## src/rtl/s_axis_rx_buffer.sv

```systemverilog
// Two-entry AXI-Stream skid buffer (output register + skid register) with registered ready/valid.
// Optional packet statistics (pkt_count, last_len) compiled in with `define S_AXIS_RX_STATS_EN.
module s_axis_rx_buffer #(
    parameter int C_AXIS_DATA_WIDTH = 128
) (
    input  logic                         aclk,
    input  logic                         areset,
    input  logic                         s_axis_tvalid,
    output logic                         s_axis_tready,
    input  logic                         s_axis_tlast,
    input  logic [C_AXIS_DATA_WIDTH-1:0] s_axis_tdata,
    output logic                         m_axis_tvalid,
    input  logic                         m_axis_tready,
    output logic                         m_axis_tlast,
    output logic [C_AXIS_DATA_WIDTH-1:0] m_axis_tdata,
    output logic [15:0]                  pkt_count,
    output logic [15:0]                  last_len,
    output logic [1:0]                   o_dbg_state
);

    // Handshake: a beat moves on a rising edge where valid and ready are both high;
    // once valid is raised, it and its payload hold until ready is seen with it.
    typedef enum logic [1:0] {
        ST_EMPTY = 2'd0,
        ST_ONE   = 2'd1,
        ST_FULL  = 2'd2
    } state_t;

    state_t                         r_state;
    logic                           r_s_ready;
    logic                           r_m_valid;
    logic                           r_out_last;
    logic [C_AXIS_DATA_WIDTH-1:0]   r_out_data;
    logic                           r_skid_last;
    logic [C_AXIS_DATA_WIDTH-1:0]   r_skid_data;

    logic w_accept;
    logic w_deliver;

    assign w_accept  = s_axis_tvalid & r_s_ready;
    assign w_deliver = r_m_valid & m_axis_tready;

    always_ff @(posedge aclk or posedge areset) begin
        if (areset) begin
            r_state     <= ST_EMPTY;
            r_s_ready   <= 1'b0;
            r_m_valid   <= 1'b0;
            r_out_last  <= 1'b0;
            r_out_data  <= '0;
            r_skid_last <= 1'b0;
            r_skid_data <= '0;
        end else begin
            // Ready is recomputed every edge from the next state, so it never sees m_axis_tready combinationally.
            r_s_ready <= 1'b1;
            case (r_state)
                ST_EMPTY: begin
                    if (w_accept) begin
                        r_out_data <= s_axis_tdata;
                        r_out_last <= s_axis_tlast;
                        r_m_valid  <= 1'b1;
                        r_state    <= ST_ONE;
                    end
                end
                ST_ONE: begin
                    case ({w_accept, w_deliver})
                        2'b11: begin
                            r_out_data <= s_axis_tdata;
                            r_out_last <= s_axis_tlast;
                        end
                        2'b10: begin
                            r_skid_data <= s_axis_tdata;
                            r_skid_last <= s_axis_tlast;
                            r_s_ready   <= 1'b0;
                            r_state     <= ST_FULL;
                        end
                        2'b01: begin
                            r_m_valid <= 1'b0;
                            r_state   <= ST_EMPTY;
                        end
                        default: ;
                    endcase
                end
                ST_FULL: begin
                    r_s_ready <= w_deliver;
                    if (w_deliver) begin
                        r_out_data <= r_skid_data;
                        r_out_last <= r_skid_last;
                        r_state    <= ST_ONE;
                    end
                end
                default: begin
                    r_state   <= ST_EMPTY;
                    r_m_valid <= 1'b0;
                end
            endcase
        end
    end

    assign s_axis_tready = r_s_ready;
    assign m_axis_tvalid = r_m_valid;
    assign m_axis_tlast  = r_out_last;
    assign m_axis_tdata  = r_out_data;
    assign o_dbg_state   = r_state;

`ifdef S_AXIS_RX_STATS_EN
    logic [15:0] r_cur_len;
    logic [15:0] r_pkt_count;
    logic [15:0] r_last_len;
    logic [15:0] w_len_inc;

    // Length saturates rather than wrapping so oversized packets read as 0xFFFF.
    assign w_len_inc = (r_cur_len == 16'hFFFF) ? 16'hFFFF : r_cur_len + 16'd1;

    always_ff @(posedge aclk or posedge areset) begin
        if (areset) begin
            r_cur_len   <= 16'd0;
            r_pkt_count <= 16'd0;
            r_last_len  <= 16'd0;
        end else if (w_deliver) begin
            if (r_out_last) begin
                r_last_len  <= w_len_inc;
                r_cur_len   <= 16'd0;
                r_pkt_count <= r_pkt_count + 16'd1;
            end else begin
                r_cur_len <= w_len_inc;
            end
        end
    end

    assign pkt_count = r_pkt_count;
    assign last_len  = r_last_len;
`else
    assign pkt_count = 16'd0;
    assign last_len  = 16'd0;
`endif

endmodule

```

## config.mk

```make
export PLATFORM = sky130hd
export DESIGN_NAME = s_axis_rx_buffer
export DESIGN_NICKNAME = d
export VERILOG_FILES = /design/src/rtl/s_axis_rx_buffer.sv
export SDC_FILE = /design/constraint.sdc
export NUM_CORES = 1
export LEC_CHECK = 0
export ABC_AREA = 0
export BUFFER_PORTS_ARGS = -buffer_cell sky130_fd_sc_hd__buf_4
export CORE_UTILIZATION = 53
export DETAILED_ROUTE_END_ITERATION = 8
export PLACE_DENSITY = 0.87
export SLEW_MARGIN = 10
export SYNTH_ARGS = -nofsm -noshare
export SYNTH_HDL_FRONTEND = slang
export SYNTH_SLANG_ARGS = --single-unit
export TNS_END_PERCENT = 30
```

## constraint.sdc

```tcl
create_clock -name aclk -period 10.9 [get_ports aclk]
set_clock_uncertainty 0.15 [all_clocks]
set_input_delay 2.18 -clock aclk [delete_from_list [all_inputs] [get_ports aclk]]
set_output_delay 2.18 -clock aclk [all_outputs]
set_load 0.05 [all_outputs]
```

==> Word level (Yosys, flattened, before mapping) <==
Cells that the tools add are included.
{ "totals": {"reg_bits": 262, "romBits": 0, "mem_count": 0, "latchBits": 0, "ramBits": 0, "wordCells": 43} }
{ "classes": {"order_cmp": 0, "n_eq_ne": 10, "add_sub_neg": 0, "n_bitwise": 3, "n_mul": 0, "reduce_logical": 6, "muxes": 17, "n_shift": 0, "div_mod_pow": 0} }
{ "ops": {"columns": ["cell", "n"], "rows": [
  ["$mux 128", 3],
  ["$pmux 128 s3", 1],
  ["$eq 2x2->1 const B", 3],
  ["$mux 1", 6],
  ["$pmux 1 s3", 2],
  ["$pmux 2 s3", 1],
  ["$reduce_and 3->1", 2],
  ["$eq 2x1->1 const B", 2],
  ["$mux 2", 2],
  ["$ne 2x1->1 const B", 2],
  ["$ne 2x2->1 const B", 2],
  ["$pmux 2 s2", 1],
  ["$reduce_and 4->1", 1],
  ["$ne 3x2->1 const B", 1],
  ["$reduce_bool 3->1", 1],
  ["$and 1x1->1", 2],
  ["$logic_not 2->1", 1],
  ["$pmux 1 s2", 1],
  ["$reduce_and 2->1", 1],
  ["$not 1->1", 1]
]} }

==> Depth between registers and ports, before layout <==
Gate-level depths: netlist of run 1.
{ "depth": {"word_depth": 4, "ltp_mapped": 9, "mapped_depth_nobuf": 6} }

==> Least setup slack after synthesis of run 1 <==
Ideal clock, no wire load.
{ "synth_path": {"path_kind": "input -> register", "from": "input port s_axis_tvalid", "to": "register r_out_data[100] (netlist: m_axis_tdata[100])", "t_arrival_ns": 3.307, "n_path_buf": 2, "cell_stages": 5, "slack_ns": 7.317, "path_cell_list": "nand4_1 a2111oi_4 clkbuf_1 buf_2 a21oi_1"} }
{ "synth_between": {"elab_chain_len": 4, "elab_cells_between_ends": 5, "cone_classes": "eq/ne: 3; bitwise: 1; reduce/logical: 1"} }
{ "synth_rtl": {"columns": ["element", "line_no", "text"], "rows": [
  ["from (decl)", "8", "input logic s_axis_tvalid,"],
  ["$and 1x1->1 *", "40", "assign w_accept = s_axis_tvalid & r_s_ready;"],
  ["$eq 2x2->1", "65", "case ({w_accept, w_deliver})"],
  ["$ne 2x1->1 (no line)", null, null],
  ["$reduce_and 4->1 (no line) *", null, null],
  ["to (signal assigned)", "58", "r_out_data <= s_axis_tdata;"],
  ["to (signal assigned)", "67", "r_out_data <= s_axis_tdata;"],
  ["to (signal assigned)", "86", "r_out_data <= r_skid_data;"],
  ["to (decl)", "33", "logic [C_AXIS_DATA_WIDTH-1:0] r_out_data;"]
]} }
Mark *: on every way between the ends. The rest lies on a longest branch, timed or not.
A chain may end at the register's enable or synchronous reset.

==> Final worst setup path of run 1 <==
{ "layout_path": {"from": "input port s_axis_tvalid", "to": "register r_out_data[46] (netlist: m_axis_tdata[46])"} }
Same word-level chain as after synthesis.

==> results.ini, run 1 <==
[status]
result_of_the_run = completed

[critical_path]
timing_worst_setup_path_type = primary input to flop
critical_path.cell_chain = buf_4 > nand4_1 > a2111oi_4 > buf_4 > buf_4 > nor2_1 > a21oi_1
worst-endpoint-arrival_ps = 4600
crit_path_max_fanout = 88
worst_setup_path_end_kind = flop
worstSetupStartpointType = primary input
reg2regPathDepth = 8
number_of_stages_on_the_worst_setup_path = 7
crit_path_max_incr_delay_ps = 750
critPathRequiredTime_ps = 11200
crit_family = buffers and inverters
path_buf_inv = 3
timing.critical_path.mode_cell = buf_4
timing.critical_path.slowest_stage_cell = buf_4

[sta]
setup_violations = 0
worst_slew_pin_slew_ps = 1080
slew_viol_final = 0
fin_tns_setup_ps = 0
final_critical_path_setup_slack_ps = 6600
clock.fmax_ghz = 0.233
rsz0062_at_grt = no
layout_worst_path_cycle_share = 0.394
period_needed_ps = 4300
slew_headroom = 0.281
finalHoldViolations = 0

[final_layout]
mostFrequentLayoutCells = 274 x buf_4, 262 x dfrtp_1, 132 x nor2_1
footprint_of_the_multi_input_gates_um2 = 4210
antenna_diode_count = 0
areaGrowthSynthToFinish_pct = 26.6
finalNonFillerCells = 1436
most_common_cell_after_layout_fill_and_taps_aside = buf_4
ff_latch_area_um2 = 6560
final.fill_count = 1468
final_net_count = 1281
layout-drive-gt1-share = 0.391

[route]
route.detailed.wl_per_inst_um = 17.3
remaining_drc_errors = 0
first_pass_iters = 6
antenna_left = 0
drt-total-wl_mm = 24.8
first_iter_violations = 263
viasPerCell = 5.30
vias_post_dr = 7614

[logic_synthesis]
post_synth.cell_area_avg_um2 = 12.4
synth_seq_area_share = 0.588
synth.cell_area_um2 = 11200
synth-seq-cells = 262
yosysWarningCount = 0
netlist-cell-type-count = 23
instance_count_of_the_mapped_netlist = 899

[clock_network]
clock_tree.buffer_depth = 3
htree_num_levels = 1
post_cts.resized_instances = 0
clkLatencyLatePin_ps = 530
numCtsBuffers = 28
cts-root-buf = clkbuf_16
ctsHoldBuffers = 0
tritoncts_clock_tree = done
clock_sinks = 262
clkTransAtPathRegs_ps = 60
post-cts-setup-buffers = 0

[power_and_ir_drop]
vdd_drop_max_mv = 0.227
static-leakage-power_uw = 0.00624
power_density_nw_per_um2 = 370

[floorplan]
die-height_um = 147
die_area_um2 = 21600
die_width_um = 147
floorplan.core_area_um2 = 20400
pin_count = 298
initial_utilization = 0.546
num_rows = 52

[hold_path]
min_path_type = flop to flop
worstHoldPathCells = 1

[placed_design]
detailed_place_hpwl_mm = 16.0
dpl.cell_count = 1384
gp_congestion = 0.762
placement.setup.worst_slack_ps = 6080
numPortBuffers = 265

[job]
max-cap-violations = 0

[global_route]
grt_first_pass_wirelength_mm = 39.9
antenna_found_initial = 0
pin_count_of_the_biggest_net_entering_global_routing = 142
grt-ovfl-total = 0
grt_util_all_layers = 0.229
grt_pass1_vias = 7956

-- cell usage after synthesis --
master     number  area [µm²]
a21o_1          2        15.0
or2_2           1        6.26
o21ai_0         1        5.00
a21boi_1        1        7.51
nand2_1         4        15.0
nand4_1         2        12.5
nor3_1          2        10.0
mux2i_1       129        1290
buf_2          35         175
buf_1           4        15.0
xnor2_1         1        8.76
nor2_1        132         495
a21boi_0        2        15.0
dfrtp_1       262        6560
buf_4          32         240
mux2_2        130        1460
conb_1          1        3.75
inv_1           3        11.3
a2111oi_4       1        27.5
a21oi_1       130         651
clkbuf_1       19        71.3
a31oi_1         1        6.26
ha_1            4        50.1
-- final timing paths --
| check | from | end | slack (ps) |
|---|---|---|---|
| min reg2reg | r_skid_data[55] | r_skid_data[55] | 350 |
| max in group asynchronous | areset | r_skid_data[6] | 6770 |
| max reg2reg | o_dbg_state[0] | m_axis_tdata[46] | 7530 |
| min | r_skid_data[55] | r_skid_data[55] | 350 |
| min in group asynchronous | areset | m_axis_tdata[53] | 1710 |
| max | s_axis_tvalid | m_axis_tdata[46] | 6600 |
-- metrics by stage --
step | hold WS [ps] | total power (µW) | instance area, µm² | util
after floorplan | 329 | 3590 | 11300 | -
after global placement | 336 | 4190 | 13200 | 0.645
after detailed placement | 343 | 4300 | 13200 | 0.645
after CTS | 356 | 5260 | 14100 | 0.691
after global routing | 362 | 5500 | 14100 | 0.691
final | 354 | 5220 | 14100 | 0.691
-- cells by family (layout without fill, tap and decap cells) --
kind of cell | Yosys count | count (layout) | synth area share
DFF | 262 | 262 | 0.588
muxes | 259 | 259 | 0.247
and+or+nand+nor | 141 | 141 | 0.0484
AOI/OAI and AO/OA | 138 | 138 | 0.0652
buffers and inverters | 93 | 329 | 0.0460
adders and majority gates | 4 | 4 | 0.00449
other | 1 | 32 | 0.000336
xor gates and xnor gates | 1 | 1 | 0.000785
-- registers in the layout, summed over array words and instances (netlist names) --
signal         count
o_dbg_state        2
m_axis_tvalid      1
s_axis_tready      1
r_skid_data      128
m_axis_tlast       1
r_skid_last        1
m_axis_tdata     128
-- routing by layer --
layer	GRT usage	vias to the layer above	part of all wire
met5	0	-	0
met4	0.101	0	0.040
met3	0.0609	63	0.069
met2	0.387	259	0.49
met1	0.276	3745	0.40
li1	-	3547	-
-- layout make-up --
cell class	instances	area share
tap	270	0.0239
multi-input combinational	575	0.298
clock inverter	8	0.00284
inverter	3	0.00133
sequential	262	0.464
clock buffer	44	0.0632
timing repair buffer	274	0.146
-- power breakdown --
part / leakage (µW) / switching [µW] / internal (µW)
registers: 0.00300 / 264 / 1480
clock network: 0.000472 / 374 / 558
logic: 0.00277 / 1670 / 871
total: 0.00624 / 2310 / 2910
-- worst register-to-register path, stage by stage (launching register included) --
cell and delay (ps):
dfrtp_1 430, inv_1 140, ha_4 430, nor3_1 160, a2111oi_4 270, buf_4 590
buf_4 790, nor2_1 170, a21oi_1 180
Power figures use the tool's default switching activity.
==> run 2, diff against run 1 <==
CORE_UTILIZATION = 48   (was 53)
PLACE_DENSITY = 0.84   (was 0.87)
clock period = 3.55 ns   (was 10.9 ns; I/O delays follow)
==> run 2 against run 1 <==
Via count fell by 0.71%. Clock-buffer cell count down 3. Combinational power grew to 3.1 times the previous value. Non-clock buffer count grew 3. Clock power rose to 2.8 times the previous value. Critical path depth is the same. Flip-flop and latch count did not move. Cell count is 0.84% higher. Setup slack worse by 5600 ps. Total power grew to 3.0 times the previous value. Core utilization shrank 6.9 points. Wire length shrank 1.7%. Critical path type is now flop to flop.
==> results.ini, run 2 (synthesized netlist as in run 1, its figures left out) <==
[status]
result_of_the_run = completed

[sta]
setup_violations = 0  ; unchanged
slew_headroom = 0.317  ; +0.0359
fin_hold_ws_ps = 244  ; -110 ps
rsz0062_at_grt = no
layout_worst_path_cycle_share = 0.720
finalHoldViolations = 0  ; unchanged
slew_viol_final = 0  ; unchanged
period_needed_ps = 2560
worst_slew_pin_slew_ps = 1020  ; -53.9 ps
fin_tns_setup_ps = 0  ; unchanged
final_critical_path_setup_slack_ps = 993  ; -5610 ps
clock.fmax_ghz = 0.391

[floorplan]
floorplan.core_area_um2 = 22700  ; +11%
die-height_um = 154  ; +5.0%
initial_utilization = 0.491  ; -0.0548
die_width_um = 154  ; +5.0%
die_area_um2 = 23900  ; +10%
pin_count = 298  ; unchanged
num_rows = 55  ; +5.8%

[critical_path]
reg2reg_from = o_dbg_state[0]
r2r_setup_slack_ps = 990  ; -6540 ps
worst-endpoint-arrival_ps = 2840  ; -1760 ps
crit_path_start = o_dbg_state[0]
timing_worst_setup_path_type = flop to flop
worst_setup_path_end_kind = flop
critPathRequiredTime_ps = 3830  ; -7370 ps
worstSetupStartpointType = flop
crit_path_max_fanout = 148  ; +68%

[route]
route.detailed.wl_per_inst_um = 16.9  ; -2.5%
viasPerCell = 5.22  ; -1.5%
first_iter_violations = 367  ; +40%
first_pass_iters = 4  ; -2
remaining_drc_errors = 0  ; unchanged
antenna_left = 0  ; unchanged
vias_post_dr = 7560  ; -0.71%
drt-total-wl_mm = 24.4  ; -1.7%

[clock_network]
numCtsBuffers = 27  ; -3.6%
post_cts.resized_instances = 0  ; unchanged
clock_sinks = 262  ; unchanged
clock_tree.buffer_depth = 3  ; unchanged
ctsHoldBuffers = 0  ; unchanged
htree_num_levels = 1  ; unchanged
post-cts-setup-buffers = 0  ; unchanged
tritoncts_clock_tree = done
cts-root-buf = clkbuf_16
clkLatencyLatePin_ps = 520  ; about the same
clkTransAtPathRegs_ps = 60  ; about the same

[final_layout]
mostFrequentLayoutCells = 270 x buf_4, 262 x dfrtp_1, 132 x nor2_1
areaGrowthSynthToFinish_pct = 26.7
finalNonFillerCells = 1448  ; +0.84%
layout-drive-gt1-share = 0.384  ; -0.00673
most_common_cell_after_layout_fill_and_taps_aside = buf_4
antenna_diode_count = 0  ; unchanged
final_net_count = 1283  ; +0.16%

[global_route]
pin_count_of_the_biggest_net_entering_global_routing = 149  ; +4.9%
grt_pass1_vias = 7797  ; -2.0%
grt_first_pass_wirelength_mm = 39.4  ; -1.4%
antenna_found_initial = 0  ; unchanged
grt_util_all_layers = 0.205  ; -0.0244
grt-ovfl-total = 0  ; unchanged

[placed_design]
dpl.cell_count = 1402  ; +1.3%
numPortBuffers = 265  ; unchanged
detailed_place_hpwl_mm = 15.9  ; -0.78%
placement.setup.worst_slack_ps = 971  ; -5100 ps
gp_congestion = 0.749  ; -1.7%

[hold_path]
min_path_type = primary input to asynchronous set/reset pin

[power_and_ir_drop]
power_density_nw_per_um2 = 1120  ; +200%
static-leakage-power_uw = 0.00620  ; -0.63%
power.total_uw = 15800  ; +200%
vdd_drop_max_mv = 0.862  ; +280%

[job]
max-cap-violations = 0  ; unchanged

[run 2: report_power, final]
part / switching, µW / internal [µW] / total [µW]
clock network: 1100 / 1550 / 2650
logic: 5110 / 2710 / 7830
registers: 803 / 4550 / 5350
total: 7010 / 8810 / 15800
[run 2: layer usage]
| metal | part of all wire | vias up | track usage |
|---|---|---|---|
| met4 | 0.039 | 0 | 0.0868 |
| li1 | - | 3538 | - |
| met2 | 0.49 | 235 | 0.353 |
| met1 | 0.40 | 3728 | 0.245 |
| met3 | 0.065 | 59 | 0.0502 |
| met5 | 0 | - | 0 |
[run 2: critical path: stages, from the launching register on]
cell       delay, ps
dfrtp_1          420
inv_1            110
ha_1             230
a21boi_1         170
a2111oi_4        490
buf_12           480
nor2_1           100
a21oi_1          160
[run 2: stage by stage]
stage	instance area (µm²)	util
floorplan	11300	-
global route	14100	0.622
finish	14100	0.622
detailed placement	13300	0.586
CTS	14100	0.622
global placement	13300	0.586
[run 2: path summary, 6_finish.rpt]
path,cells past startpoint,to
setup / recovery,7,m_axis_tdata[14]
hold / removal,2,m_axis_tdata[59]
setup reg to reg,7,m_axis_tdata[14]
hold reg to reg,1,r_skid_data[117]
max in group asynchronous,3,m_axis_tdata[5]
min in group aclk,2,r_skid_data[79]
[run 2: layout make-up]
class | instances | area (µm²)
fillers | 1747 | 8580
well taps | 285 | 357
inverters | 3 | 15.0
repair buffers | 277 | 2170
multi-input cells | 575 | 4210
clock inverters | 5 | 55.1
clock buffers | 41 | 768
flip-flops and latches | 262 | 6560
